File: config.mk
export PLATFORM = sky130hd
export DESIGN_NAME = fetch_unit
export DESIGN_NICKNAME = d
export VERILOG_FILES = /design/src/rtl/fetch_pkg.sv /design/src/rtl/pc_reg.sv /design/src/rtl/fetch_unit.sv
export SDC_FILE = /design/constraint.sdc
export NUM_CORES = 1
export LEC_CHECK = 0
export CORE_MARGIN = 1
export CORE_UTILIZATION = 41
export CTS_CLUSTER_SIZE = 25
export DETAILED_ROUTE_END_ITERATION = 12
export PLACE_DENSITY = 0.79
export SLEW_MARGIN = 20
export SYNTH_ARGS = -nofsm -noshare
export SYNTH_HDL_FRONTEND = slang
export SYNTH_SLANG_ARGS = --single-unit
File: constraint.sdc
create_clock -name clk -period 2.25 [get_ports clk]
set_clock_uncertainty 0.15 [all_clocks]
set_input_delay 0.3375 -clock clk [delete_from_list [all_inputs] [get_ports clk]]
set_output_delay 0.3375 -clock clk [all_outputs]
set_load 0.01 [all_outputs]
File: src/rtl/fetch_pkg.sv
`default_nettype none
// ============================================================================
// Module      : fetch_pkg
// Description : Shared widths and FSM state encoding for the nibble fetch unit.
// Revision    : 1.0 - initial release
// ============================================================================
package fetch_pkg;

    localparam int ADDR_W  = 8;
    localparam int NIB_W   = 4;
    localparam int INSTR_W = 8;

    typedef enum logic [1:0] {
        IDLE     = 2'd0,
        FETCH_HI = 2'd1,
        FETCH_LO = 2'd2,
        VALID    = 2'd3
    } fetch_state_t;

endpackage : fetch_pkg
`default_nettype wire

File: src/rtl/pc_reg.sv
`default_nettype none
// ============================================================================
// Module      : pc_reg
// Description : Program counter with load, modulo-2^ADDR_W increment and
//               asynchronous reset to RESET_PC.
// Revision    : 1.0 - initial release
// ============================================================================
module pc_reg
    import fetch_pkg::*;
#(
    parameter logic [ADDR_W-1:0] RESET_PC = 8'h00
) (
    input  logic              clk,
    input  logic              reset_n,
    input  logic              load,
    input  logic [ADDR_W-1:0] load_addr,
    input  logic              inc,
    output logic [ADDR_W-1:0] pc
);

    // Load wins over increment so a jump never lands one past its target.
    always_ff @(posedge clk or negedge reset_n) begin
        if (!reset_n) begin
            pc <= RESET_PC;
        end else if (load) begin
            pc <= load_addr;
        end else if (inc) begin
            pc <= pc + 1'b1;
        end
    end

endmodule : pc_reg
`default_nettype wire

File: src/rtl/fetch_unit.sv
`default_nettype none
// ============================================================================
// Module      : fetch_unit
// Description : Assembles 8-bit instructions from two successive nibbles of a
//               256x4 program ROM and hands them out with a valid/ready pair.
// Revision    : 1.0 - initial release
// ============================================================================
module fetch_unit
    import fetch_pkg::*;
#(
    parameter logic [ADDR_W-1:0] RESET_PC = 8'h00
) (
    input  logic               clk,
    input  logic               reset_n,
    input  logic               start,
    input  logic               halt,
    input  logic               jump,
    input  logic [ADDR_W-1:0]  jump_addr,
    output logic [ADDR_W-1:0]  rom_address,
    input  logic [NIB_W-1:0]   rom_data,
    output logic [INSTR_W-1:0] instr,
    output logic               instr_valid,
    input  logic               instr_ready,
    output logic [ADDR_W-1:0]  pc,
    output logic               busy
);

    fetch_state_t        r_state;
    fetch_state_t        w_state_nxt;
    logic                w_pc_inc;
    logic                w_ld_hi;
    logic                w_ld_lo;
    logic [INSTR_W-1:0]  r_instr;

    pc_reg #(
        .RESET_PC (RESET_PC)
    ) u_pc_reg (
        .clk       (clk),
        .reset_n   (reset_n),
        .load      (jump),
        .load_addr (jump_addr),
        .inc       (w_pc_inc),
        .pc        (pc)
    );

    always_ff @(posedge clk or negedge reset_n) begin
        if (!reset_n) begin
            r_state <= IDLE;
        end else begin
            r_state <= w_state_nxt;
        end
    end

    // A jump suppresses every other action, which also discards any half-built
    // or unaccepted instruction.
    always_comb begin
        w_state_nxt = r_state;
        w_pc_inc    = 1'b0;
        w_ld_hi     = 1'b0;
        w_ld_lo     = 1'b0;
        if (jump) begin
            w_state_nxt = FETCH_HI;
        end else begin
            case (r_state)
                IDLE: begin
                    if (start) begin
                        w_state_nxt = FETCH_HI;
                    end
                end
                FETCH_HI: begin
                    w_ld_hi     = 1'b1;
                    w_pc_inc    = 1'b1;
                    w_state_nxt = FETCH_LO;
                end
                FETCH_LO: begin
                    w_ld_lo     = 1'b1;
                    w_pc_inc    = 1'b1;
                    w_state_nxt = VALID;
                end
                VALID: begin
                    if (instr_ready) begin
                        w_state_nxt = halt ? IDLE : FETCH_HI;
                    end
                end
                default: w_state_nxt = IDLE;
            endcase
        end
    end

    always_ff @(posedge clk or negedge reset_n) begin
        if (!reset_n) begin
            r_instr <= '0;
        end else if (w_ld_hi) begin
            r_instr[INSTR_W-1:NIB_W] <= rom_data;
        end else if (w_ld_lo) begin
            r_instr[NIB_W-1:0] <= rom_data;
        end
    end

    assign rom_address = pc;
    assign instr       = r_instr;
    assign instr_valid = (r_state == VALID);
    assign busy        = (r_state != IDLE);

endmodule : fetch_unit
`default_nettype wire

==> flow_metrics.tcl <==
set metrics [dict create \
    clkTransAtPathRegs_ns 0.10 \
    critPathTopFamily "buffers and inverters" \
    coreArea_um2 2250 \
    crit_required_ns 1.76 \
    clockBufferDepth 2 \
    drtPass1Iterations 4 \
    crit_path_max_incr_delay_ns 0.52 \
    worst-path-max-fanout 5 \
    fmax_ghz 0.465 \
    p_sw_frac 0.358 \
    area_growth_pct 44.8 \
    crit_path_start_kind "flip-flop" \
    diodes 0 \
    end_kind "primary output" \
    cp_num_buf_inv 3 \
    syn_area_per_cell_um2 10.5 \
    synth_seq_cells 18 \
    die_h_um 51.3 \
    min_path_type "in2async" \
    path_class "reg2out" \
    cts_tree "done" \
    holdBufCountCts 0 \
    dpl_cell_area_um2 1420 \
    drt_iter0_markers 16 \
    ys_warn_count 0 \
    synth_fp_nets 119 \
    cts.repair.resized 0 \
    via_per_inst 5.21 \
    outcome "completed" \
    die_area_um2 2630 \
    reg2regPathDepth 5 \
    wl_per_cell_um 13.9 \
    max_slew.worst_pin.slew_ns 0.313 \
    slew_headroom 0.791 \
    drtAntennaViolNets 0 \
    drive_gt1_frac 0.127 \
    initial_core_util 0.441 \
    cts_made_buffers 3 \
    antenna_found_initial 0 \
    p_sw_w 0.000571 \
    r2r_start "r_state[0]$_DFFE_PN0P_" \
    die_w_um 51.3 \
    grt.overflow.total 0 \
    arrival_ns 1.66 \
    vias 844 \
    grt_util_all_layers 0.197 \
    maxSlewViolCount 0 \
    final_nets 160 \
    power_leakage_nw 0.609 \
    seq_power_share 0.361 \
    io_buffer_count 43 \
    layout_min_cycle_time_ns 2.15 \
    io_pins 44 \
    clock_latency_ns 0.29 \
    ir_drop_mv 0.619 \
    grt_max_degree 19 \
    setup_viol 0 \
    finalHoldViolCount 0 \
    cts-root-buf "clkbuf_4" \
    p_int_w 0.00103 \
    post-route-period-util 0.956 \
    htreeDepth 1 \
    crit_chain "inv_1 > ha_1 > inv_1 > clkdlybuf4s50_1" \
    tns_ns 0 \
    gp_congestion 0.719 \
    cpMaxStageDelayCell "clkdlybuf4s50_1" \
    num_rows 17 \
    grt_pass1_wl_um 3710 \
    reg2reg_slack_ns 0.24 \
    netlist_instances 95 \
    clkSinkCount 18 \
    dp_hpwl_um 1770 \
    drc 0 \
    critPathMostFrequentCell "inv_1" \
    yosysUniqueCellTypes 24 \
    p_clk_frac 0.100 \
    cellPowerDensity_nw_per_um2 1110 \
    whs_ns 0.215 \
    p_comb_frac 0.539 \
    grt_pass1_vias 842 \
    wirelength_um 2250 \
    grt_setup_unrepaired "no" \
    syn_area_um2 995 \
    rr_endpoint "r_state[0]$_DFFE_PN0P_" \
    postCtsSetupBuffers 0 \
    seq_area_frac_synth 0.453 \
    layout.cell_area.non_filler_um2 1440 \
    maxCapViolCount 0 \
]
-- cells by family (layout without fill, tap and decap cells) --
logic type,count (synthesis),in the layout,synth area share
AO/OA/AOI/OAI,11,11,0.0591
XOR/XNOR,4,4,0.0352
adder cells (fa/ha/maj),6,6,0.0755
buffers and inverters,14,53,0.0843
flip-flops,18,18,0.453
multiplexers,9,9,0.101
AND/OR/NAND/NOR,33,33,0.192
-- final cells by class --
class | instances | area, um2
multi-input cells | 63 | 460
inverters | 3 | 11.3
fillers | 202 | 815
clock buffers | 3 | 22.5
well taps | 28 | 35.0
repair buffers | 47 | 460
flip-flops and latches | 18 | 450
-- routing by layer --
| layer | vias up | GRT usage | wire length, um |
|---|---|---|---|
| met3 | 4 | 0.0536 | 158 |
| met5 | - | 0 | 0 |
| met4 | 0 | 0.0811 | 25 |
| li1 | 402 | - | - |
| met1 | 399 | 0.197 | 876 |
| met2 | 39 | 0.377 | 1190 |
-- cell usage after synthesis --
cell type	n	area share
or4_1	4	0.030
nor2b_4	1	0.014
nand2_1	9	0.034
nor2b_1	5	0.031
xnor2_1	1	0.0088
inv_1	3	0.011
mux2_2	8	0.091
ha_1	6	0.075
xor2_1	3	0.026
mux2i_1	1	0.010
a21oi_1	1	0.0050
dfrtp_1	18	0.45
or3b_2	1	0.0088
buf_2	1	0.0050
a211o_1	1	0.0088
o21ai_0	9	0.045
clkbuf_1	2	0.0075
buf_4	8	0.060
nand3_1	5	0.025
nand4_1	4	0.025
nor4_1	1	0.0063
nand2b_1	1	0.0063
nor3b_1	1	0.0075
nor2_1	1	0.0038
-- layout by cell type, fill, tap and decap left out --
master,count
mux2_2,8
nand2b_1,1
clkbuf_4,3
xnor2_1,1
nand3_1,5
inv_1,3
nand4_1,4
dfrtp_1,18
buf_4,4
nor3b_1,1
nor2b_4,1
ha_1,6
xor2_1,3
nor2b_1,5
o21ai_0,9
nor2_1,1
or4_1,4
a211o_1,1
nand2_1,9
a21oi_1,1
clkdlybuf4s50_1,43
or3b_2,1
nor4_1,1
mux2i_1,1
-- power groups by stage --
stage	Combinational, W	Clock, W	Sequential (W)
6_report	0.000862	0.000160	0.000576
5_1_grt	0.000935	0.000177	0.000596
4_1_cts	0.000873	0.000166	0.000578
3_5_place_dp	0.000867	0	0.000584
3_3_place_gp	0.000837	0	0.000573
2_1_floorplan	0.000433	0	0.000611
-- worst register-to-register path, cell delays in order, from the launching register on --
cell,delay [ns]
dfrtp_1,0.44
inv_1,0.12
ha_1,0.23
nor2b_4,0.14
or4_1,0.51
a211o_1,0.31
-- worst max path at each step --
| stage | from | slack (ns) | to | cells past startpoint |
|---|---|---|---|---|
| 2_1_floorplan | r_state[0]$_DFFE_PN0P_ | 0.41 | r_state[0]$_DFFE_PN0P_ | 5 |
| 3_3_place_gp | start | 0.31 | r_state[0]$_DFFE_PN0P_ | 4 |
| 3_5_place_dp | start | 0.25 | r_state[0]$_DFFE_PN0P_ | 4 |
| 4_1_cts | r_state[0]$_DFFE_PN0P_ | 0.08 | busy | 4 |
| 5_1_grt | r_state[0]$_DFFE_PN0P_ | 0.02 | busy | 4 |
| 6_report | r_state[0]$_DFFE_PN0P_ | 0.1 | busy | 4 |
-- metrics by stage --
step	power [W]	utilization	worst slack (ns)	instances
after global placement	0.00141	0.629	0.306	159
after global routing	0.00171	0.639	0.0214	162
after floorplan	0.00104	-	0.415	95
final	0.00160	0.639	0.0985	162
after detailed placement	0.00145	0.629	0.247	159
after CTS	0.00162	0.639	0.0787	162
No activity file was read; power rests on OpenSTA's default activity.
